**config.mk**
```make
export PLATFORM = sky130hd
export DESIGN_NAME = tuner_ctrl_flat
export DESIGN_NICKNAME = d
export VERILOG_FILES = /design/src/rtl/tuner_phy_pkg.sv /design/src/rtl/tuner_ctrl_if.sv /design/src/rtl/tuner_ctrl_peak_sel.sv /design/src/rtl/tuner_ctrl.sv /design/src/flat_wrapper.sv
export SDC_FILE = /design/constraint.sdc
export NUM_CORES = 1
export LEC_CHECK = 0
export BUFFER_PORTS_ARGS = -buffer_cell sky130_fd_sc_hd__buf_2
export CAP_MARGIN = 10
export CELL_PAD_IN_SITES_DETAIL_PLACEMENT = 1
export CELL_PAD_IN_SITES_GLOBAL_PLACEMENT = 1
export CORE_MARGIN = 4
export CORE_UTILIZATION = 30
export CTS_CLUSTER_DIAMETER = 50
export DETAILED_ROUTE_END_ITERATION = 6
export GPL_TIMING_DRIVEN = 0
export PLACE_DENSITY_LB_ADDON = 0.15
export REMOVE_ABC_BUFFERS = 1
export SETUP_SLACK_MARGIN = 0.02
export SLEW_MARGIN = 10
export SYNTH_ARGS = -nofsm -noshare
export SYNTH_HDL_FRONTEND = slang
export SYNTH_SLANG_ARGS = --single-unit
```
**constraint.sdc**
```tcl
create_clock -name i_clk -period 12.9 [get_ports i_clk]
set_clock_uncertainty 0.15 [all_clocks]
set_input_delay 1.29 -clock i_clk [delete_from_list [all_inputs] [get_ports i_clk]]
set_output_delay 1.29 -clock i_clk [all_outputs]
set_load 0.01 [all_outputs]
```
**src/rtl/tuner_phy_pkg.sv**
```systemverilog
// Shared types and default sizing for the tuner control path.
package tuner_phy_pkg;

  localparam int TUNER_DAC_W          = 8;
  localparam int TUNER_ADC_W          = 8;
  localparam int TUNER_NUM_TARGET     = 8;
  localparam int TUNER_MAX_RETRY      = 3;
  localparam int TUNER_TIMEOUT_CYCLES = 1024;

  typedef enum logic [2:0] {
    IDLE   = 3'd0,
    S_TRIG = 3'd1,
    S_WAIT = 3'd2,
    SELECT = 3'd3,
    L_TRIG = 3'd4,
    LOCKED = 3'd5,
    RESUME = 3'd6,
    ERR    = 3'd7
  } tuner_ctrl_state_e;

  typedef enum logic [1:0] {
    NONE    = 2'd0,
    NO_PEAK = 2'd1,
    TIMEOUT = 2'd2,
    RETRY   = 2'd3
  } tuner_ctrl_err_e;

endpackage

```
**src/rtl/tuner_ctrl_if.sv**
```systemverilog
// Handshake bundles between tuner_ctrl and the peak-search / lock engines.
interface tuner_search_if #(
  parameter int DAC_WIDTH  = tuner_phy_pkg::TUNER_DAC_W,
  parameter int ADC_WIDTH  = tuner_phy_pkg::TUNER_ADC_W,
  parameter int NUM_TARGET = tuner_phy_pkg::TUNER_NUM_TARGET,
  localparam int CNT_W     = $clog2(NUM_TARGET + 1)
) ();
  logic                 trig_val;
  logic                 trig_rdy;
  logic                 peaks_val;
  logic                 peaks_rdy;
  logic [DAC_WIDTH-1:0] ring_tune_peaks [NUM_TARGET];
  logic [ADC_WIDTH-1:0] pwr_peaks       [NUM_TARGET];
  logic [CNT_W-1:0]     peaks_cnt;

  modport consumer (
    output trig_val, peaks_rdy,
    input  trig_rdy, peaks_val, ring_tune_peaks, pwr_peaks, peaks_cnt
  );
  modport producer (
    input  trig_val, peaks_rdy,
    output trig_rdy, peaks_val, ring_tune_peaks, pwr_peaks, peaks_cnt
  );
endinterface

interface tuner_lock_if ();
  logic trig_val;
  logic trig_rdy;
  logic intr_val;
  logic intr_rdy;
  logic resume_val;
  logic resume_rdy;

  modport consumer (
    output trig_val, intr_rdy, resume_val,
    input  trig_rdy, intr_val, resume_rdy
  );
  modport producer (
    input  trig_val, intr_rdy, resume_val,
    output trig_rdy, intr_val, resume_rdy
  );
endinterface

```
**src/rtl/tuner_ctrl_peak_sel.sv**
```systemverilog
// Combinational peak picker: clamped index (mode 0) or first maximum-power slot (mode 1).
module tuner_ctrl_peak_sel
  import tuner_phy_pkg::*;
#(
  parameter int ADC_WIDTH  = TUNER_ADC_W,
  parameter int NUM_TARGET = TUNER_NUM_TARGET,
  localparam int IDX_W     = $clog2(NUM_TARGET),
  localparam int CNT_W     = $clog2(NUM_TARGET + 1)
) (
  input  logic                 i_sel_mode,
  input  logic [IDX_W-1:0]     i_target_idx,
  input  logic [CNT_W-1:0]     i_cnt,
  input  logic [ADC_WIDTH-1:0] i_pwr [NUM_TARGET],
  output logic [IDX_W-1:0]     o_idx
);

  logic [CNT_W-1:0]     w_last;
  logic [IDX_W-1:0]     w_clamp_idx;
  logic [IDX_W-1:0]     w_max_idx;
  logic [ADC_WIDTH-1:0] w_max_pwr;

  always_comb begin
    w_last = i_cnt - CNT_W'(1);
    if (CNT_W'(i_target_idx) < i_cnt) begin
      w_clamp_idx = i_target_idx;
    end else begin
      w_clamp_idx = w_last[IDX_W-1:0];
    end
  end

  // Strict greater-than keeps the lowest index on ties.
  always_comb begin
    w_max_idx = '0;
    w_max_pwr = i_pwr[0];
    for (int i = 1; i < NUM_TARGET; i++) begin
      if ((CNT_W'(i) < i_cnt) && (i_pwr[i] > w_max_pwr)) begin
        w_max_pwr = i_pwr[i];
        w_max_idx = IDX_W'(i);
      end
    end
  end

  assign o_idx = i_sel_mode ? w_max_idx : w_clamp_idx;

endmodule

```
**src/rtl/tuner_ctrl.sv**
```systemverilog
// Search-then-lock sequencer: IDLE wait start | S_TRIG search trigger | S_WAIT await peaks | SELECT pick
// | L_TRIG lock trigger | LOCKED tracking | RESUME re-lock after interrupt | ERR fault held until i_stop.
module tuner_ctrl
  import tuner_phy_pkg::*;
#(
  parameter int DAC_WIDTH      = TUNER_DAC_W,
  parameter int ADC_WIDTH      = TUNER_ADC_W,
  parameter int NUM_TARGET     = TUNER_NUM_TARGET,
  parameter int MAX_RETRY      = TUNER_MAX_RETRY,
  parameter int TIMEOUT_CYCLES = TUNER_TIMEOUT_CYCLES,
  localparam int IDX_W         = $clog2(NUM_TARGET)
) (
  input  logic                    i_clk,
  input  logic                    i_rst_n,
  input  logic                    i_start,
  input  logic                    i_stop,
  input  logic                    i_cfg_sel_mode,
  input  logic [IDX_W-1:0]        i_cfg_target_idx,
  tuner_search_if.consumer        search_if,
  tuner_lock_if.consumer          lock_if,
  output logic [ADC_WIDTH-1:0]    o_cfg_pwr_peak,
  output logic [DAC_WIDTH-1:0]    o_cfg_ring_tune_peak,
  output logic [IDX_W-1:0]        o_sel_idx,
  output tuner_ctrl_state_e       o_state_mon,
  output logic                    o_locked,
  output logic                    o_err,
  output tuner_ctrl_err_e         o_err_code
);

  localparam int CNT_W   = $clog2(NUM_TARGET + 1);
  localparam int RETRY_W = $clog2(MAX_RETRY + 1);
  localparam int WD_W    = $clog2(TIMEOUT_CYCLES + 1);

  tuner_ctrl_state_e    r_state;
  tuner_ctrl_err_e      r_err_code;
  logic                 r_srch_trig_val;
  logic                 r_peaks_rdy;
  logic                 r_lock_trig_val;
  logic                 r_intr_rdy;
  logic                 r_resume_val;
  logic                 r_locked;
  logic                 r_err;
  logic [ADC_WIDTH-1:0] r_cfg_pwr;
  logic [DAC_WIDTH-1:0] r_cfg_ring;
  logic [IDX_W-1:0]     r_sel_idx;
  logic [RETRY_W-1:0]   r_retry;
  logic [WD_W-1:0]      r_wdog;
  logic [CNT_W-1:0]     r_cnt_lat;
  logic [ADC_WIDTH-1:0] r_pwr_lat  [NUM_TARGET];
  logic [DAC_WIDTH-1:0] r_ring_lat [NUM_TARGET];

  logic [IDX_W-1:0]     w_sel_idx;

  tuner_ctrl_peak_sel #(
    .ADC_WIDTH  (ADC_WIDTH),
    .NUM_TARGET (NUM_TARGET)
  ) u_peak_sel (
    .i_sel_mode   (i_cfg_sel_mode),
    .i_target_idx (i_cfg_target_idx),
    .i_cnt        (r_cnt_lat),
    .i_pwr        (r_pwr_lat),
    .o_idx        (w_sel_idx)
  );

  always_ff @(posedge i_clk or negedge i_rst_n) begin
    if (!i_rst_n) begin
      r_state         <= IDLE;
      r_err_code      <= NONE;
      r_srch_trig_val <= 1'b0;
      r_peaks_rdy     <= 1'b0;
      r_lock_trig_val <= 1'b0;
      r_intr_rdy      <= 1'b0;
      r_resume_val    <= 1'b0;
      r_locked        <= 1'b0;
      r_err           <= 1'b0;
      r_cfg_pwr       <= '0;
      r_cfg_ring      <= '0;
      r_sel_idx       <= '0;
      r_retry         <= '0;
      r_wdog          <= '0;
      r_cnt_lat       <= '0;
      r_pwr_lat       <= '{default: '0};
      r_ring_lat      <= '{default: '0};
    end else begin
      case (r_state)
        IDLE: begin
          if (i_start) begin
            r_srch_trig_val <= 1'b1;
            r_state         <= S_TRIG;
          end
        end

        S_TRIG: begin
          if (search_if.trig_rdy && r_srch_trig_val) begin
            r_srch_trig_val <= 1'b0;
            r_peaks_rdy     <= 1'b1;
            r_wdog          <= '0;
            r_state         <= S_WAIT;
          end
        end

        S_WAIT: begin
          if (search_if.peaks_val && r_peaks_rdy) begin
            r_peaks_rdy <= 1'b0;
            r_pwr_lat   <= search_if.pwr_peaks;
            r_ring_lat  <= search_if.ring_tune_peaks;
            // An over-range count is clamped so the selector never indexes past the slots.
            if (search_if.peaks_cnt > CNT_W'(NUM_TARGET)) begin
              r_cnt_lat <= CNT_W'(NUM_TARGET);
            end else begin
              r_cnt_lat <= search_if.peaks_cnt;
            end
            r_state <= SELECT;
          end else begin
            r_wdog <= r_wdog + WD_W'(1);
            if (r_wdog == WD_W'(TIMEOUT_CYCLES - 1)) begin
              r_peaks_rdy <= 1'b0;
              r_err       <= 1'b1;
              r_err_code  <= TIMEOUT;
              r_state     <= ERR;
            end
          end
        end

        SELECT: begin
          if (r_cnt_lat == '0) begin
            r_err      <= 1'b1;
            r_err_code <= NO_PEAK;
            r_state    <= ERR;
          end else begin
            r_sel_idx       <= w_sel_idx;
            r_cfg_pwr       <= r_pwr_lat[w_sel_idx];
            r_cfg_ring      <= r_ring_lat[w_sel_idx];
            r_lock_trig_val <= 1'b1;
            r_state         <= L_TRIG;
          end
        end

        L_TRIG: begin
          if (lock_if.trig_rdy && r_lock_trig_val) begin
            r_lock_trig_val <= 1'b0;
            r_retry         <= '0;
            r_locked        <= 1'b1;
            r_intr_rdy      <= 1'b1;
            r_state         <= LOCKED;
          end
        end

        LOCKED: begin
          if (lock_if.intr_val && r_intr_rdy) begin
            r_locked   <= 1'b0;
            r_intr_rdy <= 1'b0;
            if (r_retry < RETRY_W'(MAX_RETRY)) begin
              r_retry      <= r_retry + RETRY_W'(1);
              r_resume_val <= 1'b1;
              r_state      <= RESUME;
            end else begin
              r_err      <= 1'b1;
              r_err_code <= RETRY;
              r_state    <= ERR;
            end
          end else if (i_stop) begin
            r_locked   <= 1'b0;
            r_intr_rdy <= 1'b0;
            r_state    <= IDLE;
          end
        end

        RESUME: begin
          if (lock_if.resume_rdy && r_resume_val) begin
            r_resume_val <= 1'b0;
            r_locked     <= 1'b1;
            r_intr_rdy   <= 1'b1;
            r_state      <= LOCKED;
          end
        end

        ERR: begin
          if (i_stop) begin
            r_err      <= 1'b0;
            r_err_code <= NONE;
            r_state    <= IDLE;
          end
        end

        default: r_state <= IDLE;
      endcase
    end
  end

  assign search_if.trig_val   = r_srch_trig_val;
  assign search_if.peaks_rdy  = r_peaks_rdy;
  assign lock_if.trig_val     = r_lock_trig_val;
  assign lock_if.intr_rdy     = r_intr_rdy;
  assign lock_if.resume_val   = r_resume_val;

  assign o_cfg_pwr_peak       = r_cfg_pwr;
  assign o_cfg_ring_tune_peak = r_cfg_ring;
  assign o_sel_idx            = r_sel_idx;
  assign o_state_mon          = r_state;
  assign o_locked             = r_locked;
  assign o_err                = r_err;
  assign o_err_code           = r_err_code;

endmodule

```
**src/flat_wrapper.sv**
```systemverilog
// flat-port wrapper written by rule: the top's interface ports become plain ports
module tuner_ctrl_flat import tuner_phy_pkg::*;
#(
  parameter int DAC_WIDTH      = TUNER_DAC_W,
  parameter int ADC_WIDTH      = TUNER_ADC_W,
  parameter int NUM_TARGET     = TUNER_NUM_TARGET,
  parameter int MAX_RETRY      = TUNER_MAX_RETRY,
  parameter int TIMEOUT_CYCLES = TUNER_TIMEOUT_CYCLES,
  localparam int IDX_W         = $clog2(NUM_TARGET)
)
  (i_clk, i_rst_n, i_start, i_stop, i_cfg_sel_mode, i_cfg_target_idx, o_cfg_pwr_peak, o_cfg_ring_tune_peak, o_sel_idx, o_state_mon, o_locked, o_err, o_err_code, search_if_trig_val, search_if_peaks_rdy, search_if_trig_rdy, search_if_peaks_val, search_if_ring_tune_peaks, search_if_pwr_peaks, search_if_peaks_cnt, lock_if_trig_val, lock_if_intr_rdy, lock_if_resume_val, lock_if_trig_rdy, lock_if_intr_val, lock_if_resume_rdy);
  tuner_search_if #(.DAC_WIDTH(DAC_WIDTH), .ADC_WIDTH(ADC_WIDTH), .NUM_TARGET(NUM_TARGET)) search_if_i ();
  tuner_lock_if lock_if_i ();
  input  logic i_clk;
  input  logic i_rst_n;
  input  logic i_start;
  input  logic i_stop;
  input  logic i_cfg_sel_mode;
  input  logic [IDX_W-1:0] i_cfg_target_idx;
  output logic [ADC_WIDTH-1:0] o_cfg_pwr_peak;
  output logic [DAC_WIDTH-1:0] o_cfg_ring_tune_peak;
  output logic [IDX_W-1:0] o_sel_idx;
  output tuner_ctrl_state_e o_state_mon;
  output logic o_locked;
  output logic o_err;
  output tuner_ctrl_err_e o_err_code;
  output wire logic [$bits(search_if_i.trig_val)-1:0] search_if_trig_val;
  output wire logic [$bits(search_if_i.peaks_rdy)-1:0] search_if_peaks_rdy;
  input wire logic [$bits(search_if_i.trig_rdy)-1:0] search_if_trig_rdy;
  input wire logic [$bits(search_if_i.peaks_val)-1:0] search_if_peaks_val;
  input wire logic [$bits(search_if_i.ring_tune_peaks)-1:0] search_if_ring_tune_peaks;
  input wire logic [$bits(search_if_i.pwr_peaks)-1:0] search_if_pwr_peaks;
  input wire logic [$bits(search_if_i.peaks_cnt)-1:0] search_if_peaks_cnt;
  output wire logic [$bits(lock_if_i.trig_val)-1:0] lock_if_trig_val;
  output wire logic [$bits(lock_if_i.intr_rdy)-1:0] lock_if_intr_rdy;
  output wire logic [$bits(lock_if_i.resume_val)-1:0] lock_if_resume_val;
  input wire logic [$bits(lock_if_i.trig_rdy)-1:0] lock_if_trig_rdy;
  input wire logic [$bits(lock_if_i.intr_val)-1:0] lock_if_intr_val;
  input wire logic [$bits(lock_if_i.resume_rdy)-1:0] lock_if_resume_rdy;
  assign search_if_trig_val = search_if_i.trig_val;
  assign search_if_peaks_rdy = search_if_i.peaks_rdy;
  assign search_if_i.trig_rdy = search_if_trig_rdy;
  assign search_if_i.peaks_val = search_if_peaks_val;
  assign search_if_i.ring_tune_peaks = {>>{search_if_ring_tune_peaks}};
  assign search_if_i.pwr_peaks = {>>{search_if_pwr_peaks}};
  assign search_if_i.peaks_cnt = search_if_peaks_cnt;
  assign lock_if_trig_val = lock_if_i.trig_val;
  assign lock_if_intr_rdy = lock_if_i.intr_rdy;
  assign lock_if_resume_val = lock_if_i.resume_val;
  assign lock_if_i.trig_rdy = lock_if_trig_rdy;
  assign lock_if_i.intr_val = lock_if_intr_val;
  assign lock_if_i.resume_rdy = lock_if_resume_rdy;
  tuner_ctrl #(.DAC_WIDTH(DAC_WIDTH), .ADC_WIDTH(ADC_WIDTH), .NUM_TARGET(NUM_TARGET), .MAX_RETRY(MAX_RETRY), .TIMEOUT_CYCLES(TIMEOUT_CYCLES)) u_core (.i_clk(i_clk), .i_rst_n(i_rst_n), .i_start(i_start), .i_stop(i_stop), .i_cfg_sel_mode(i_cfg_sel_mode), .i_cfg_target_idx(i_cfg_target_idx), .search_if(search_if_i), .lock_if(lock_if_i), .o_cfg_pwr_peak(o_cfg_pwr_peak), .o_cfg_ring_tune_peak(o_cfg_ring_tune_peak), .o_sel_idx(o_sel_idx), .o_state_mon(o_state_mon), .o_locked(o_locked), .o_err(o_err), .o_err_code(o_err_code));
endmodule
```
==> impl_metrics.csv <==
group,metric,value,unit
setup_path,worst-endpoint-required,13.07,ns
timing,holdWs,0.3526,ns
grt,grt_pass1_wl,53600,um
power_and_ir_drop,p_total,1.181,mW
final_layout,area_delta_synth_final,36.13,%
die,die_x,194.5,um
final_layout,layout-drive-gt1-share,0.4790,
grt,grt_max_degree,99,
setup_path,crit_fanout,20,
timing,maxSlewHeadroom,0.2289,
final_layout,layout.nets,1430,
power_and_ir_drop,leakage,6.962,nW
drt,dr.pass1.iters,5,
power_and_ir_drop,clkPwrFrac,0.480,
drt,vias,8604,
synthesis,yosysSeqAreaShare,0.4198,
setup_path,worstSetupEndpointType,"flip-flop",
synthesis,yosysUniqueCellTypes,74,
timing,fmax,0.07354,GHz
clocking,cts_tree,"built",
clocking,clk_pin_slew,0.08,ns
setup_path,path_buf_inv,8,
setup_path,cp_common_cell,"a21oi_2",
synthesis,yosysTopAreaCell,"dfrtp_1",
synthesis,async_flop_share,1.000,
setup_path,critPathTopFamily,"compound AO/OA/AOI/OAI gates",
timing,tightest_slew,1.142,ns
drt,viasPerCell,5.058,
timing,fin_crit,13.60,ns
timing,rsz0062_at_grt,"true",
synthesis,ys_ff_latch,175,
final_layout,final_cell_area,14200,um^2
synthesis,ys_top_cells_by_area,"dfrtp_1, mux2_2, ha_1",
flow_run,maxCapViolations,0,
placed_design,gp_congestion,0.7337,
synthesis,synth-main-ff-cell,"dfrtp_1",
die,num_rows,68,
synthesis,yosysTopAreaCellShare,0.4198,
timing,drv_slew,0,
placed_design,dpl_cell_area,11940,um^2
timing,setup_ws,-0.6979,ns
grt,grt_overflow,0,
drt,drc,0,
drt,wirelength,34610,um
clocking,clk_path_buf_depth,2,
setup_path,slowest_delay,0.40,ns
die,start_util,0.3027,
die,coreArea,34460,um^2
drt,drt-initial-drc-count,280,
outcome,status,"finished with violations",
synthesis,synth_edf_count,0,
worst_hold_path,worstHoldPathType,"flip-flop to flip-flop",
outcome,failed_checks,"setup timing",
die,dieArea,37820,um^2
timing,finalSetupViolCount,18,
clocking,clock_latency,0.45,ns
grt,track_usage,0.1799,
clocking,hold_buffers,0,
clocking,cts_sinks,175,
power_and_ir_drop,switching_share,0.2442,
timing,hold_viol_final,0,
setup_path,worst_ep_arrival_time,13.77,ns
power_and_ir_drop,vdd_drop_max,0.00008916,V
grt,grt_pass1_vias,9277,
power_and_ir_drop,internal_power,892.8,uW
drt,wl_per_cell,20.35,um
clocking,cts_root_buf,"clkbuf_16",
grt,antenna_found_initial,17,
power_and_ir_drop,power_density,83.19,nW/um^2
placed_design,dp_hpwl,24010,um
clocking,cts_buffers,17,
setup_path,start_kind,"flip-flop",
placed_design,portBuffers,175,
synthesis,syn_area,10430,um^2
clocking,htree_num_levels,4,
drt,ant_nets,0,
timing,finalCritPeriodShare,1.054,
setup_path,slowest_stage,"dfrtp_1",
synthesis,synth_cells,985,
die,die_h,194.5,um
setup_path,crit_type,"flip-flop to flip-flop",
power_and_ir_drop,power_frac_seq,0.465,
power_and_ir_drop,p_switching,288.5,uW
synthesis,avgSynthCellArea,10.59,um^2
synthesis,netlist_top_cells_count,"dfrtp_1, mux2_2, nand2_1, o21ai_0, ha_1",
power_and_ir_drop,combPwrFrac,0.055,
synthesis,ys_warn_count,0,
die,ios,176,
synthesis,yosysMostFrequentCell,"dfrtp_1",
worst paths after layout:
path / to / slack, ns / cells past startpoint / startpoint
worst max-delay path: u_core.o_cfg_pwr_peak[2]$_DFFE_PN0P_ / -0.70 / 75 / u_core.r_pwr_lat[63]$_DFFE_PN0P_
worst min-delay path: u_core.r_ring_lat[57]$_DFFE_PN0P_ / 0.35 / 1 / u_core.r_ring_lat[57]$_DFFE_PN0P_
worst max register to register: u_core.o_cfg_pwr_peak[2]$_DFFE_PN0P_ / -0.70 / 75 / u_core.r_pwr_lat[63]$_DFFE_PN0P_
worst min register to register: u_core.r_ring_lat[57]$_DFFE_PN0P_ / 0.35 / 1 / u_core.r_ring_lat[57]$_DFFE_PN0P_
max in group asynchronous: u_core.r_ring_lat[34]$_DFFE_PN0P_ / 10.99 / 2 / i_rst_n
min in group asynchronous: u_core.r_pwr_lat[56]$_DFFE_PN0P_ / 0.65 / 1 / i_rst_n
kinds of logic after synthesis:
family	Yosys count	share of synthesized area
AND/OR/NAND/NOR	208	0.09416
buffers and inverters	102	0.04390
XOR/XNOR	13	0.01092
multiplexers	192	0.2046
AO/OA/AOI/OAI	237	0.1570
adder cells (fa/ha/maj)	58	0.06957
flip-flops	175	0.4198
layout make-up:
type	count	area, um^2
Fill cell	3807	20260
Multi-Input combinational cell	709	6501
Sequential cell	175	4382
Timing Repair Buffer	268	1894
Tap cell	455	569.3
Clock buffer	17	425.4
Inverter	56	210.2
Clock inverter	15	202.7
Antenna cell	6	15.01
sequential cells by signal, summed over array words and instances, names as in the netlist:
signal	flops
u_core.r_pwr_lat	64
u_core.o_cfg_ring_tune_peak	8
u_core.o_err	1
u_core.lock_if.resume_val	1
u_core.r_ring_lat	64
u_core.o_err_code	2
u_core.r_retry	2
u_core.search_if.peaks_rdy	1
u_core.search_if.trig_val	1
u_core.lock_if.trig_val	1
u_core.r_wdog	11
u_core.o_cfg_pwr_peak	8
u_core.o_state_mon	3
u_core.lock_if.intr_rdy	1
u_core.r_cnt_lat	4
u_core.o_sel_idx	3
repair_timing:
action,CTS,global route
endpoints found under the setup margin,19,19
pin swaps,67,55
setup buffers,58,19
cloned,3,0
resized for setup,141,59
metrics by stage:
stage | instances | util | worst slack [ns] | setup TNS, ns
floorplan | 939 | - | -1.058 | -17.30
global placement | 1569 | 0.3375 | -5.695 | -99.00
detailed placement | 1584 | 0.3464 | -4.080 | -73.73
CTS | 1677 | 0.3995 | -0.4689 | -6.946
global route | 1699 | 0.4119 | -1.292 | -21.88
finish | 1701 | 0.4121 | -0.6979 | -11.20
power groups by stage:
stage                     Clock (mW)  Sequential (mW)  Combinational (mW)
final                          0.566            0.550              0.0651
after global routing           0.611            0.550              0.0728
after CTS                      0.589            0.550              0.0660
after detailed placement           0            0.561              0.0615
after global placement             0            0.561              0.0573
after floorplan                    0            0.561              0.0155
per-layer routing:
metal	part of all wire	global-route usage	vias to the layer above	wire, um
met5	0.0041	0	-	142
met1	0.44	0.2338	4273	15310
met3	0.061	0.05807	47	2097
met4	0.014	0.03906	24	498
met2	0.48	0.2946	172	16560
li1	-	-	4088	-
cell usage in the layout, fill, tap and decap left out, drive strengths merged, types with 3 or more instances in the layout:
cell,count
o21ai,65
a21oi,53
diode,6
clkinvlp,3
nor2,56
nand2,72
or2,3
buf,268
xnor2,6
clkinv,3
xor2,7
mux2,170
o211ai,21
nand3,23
o21a,4
a211oi,5
inv,62
a21o,11
and3,10
a22oi,33
a31o,3
dfrtp,175
nor2b,9
a31oi,7
nand2b,8
a41oi,3
mux2i,22
ha,58
clkbuf,17
o31ai,4
nand4,12
nand3b,6
nor3,4
bufinv,3
No activity file was read; power rests on OpenSTA's default activity.
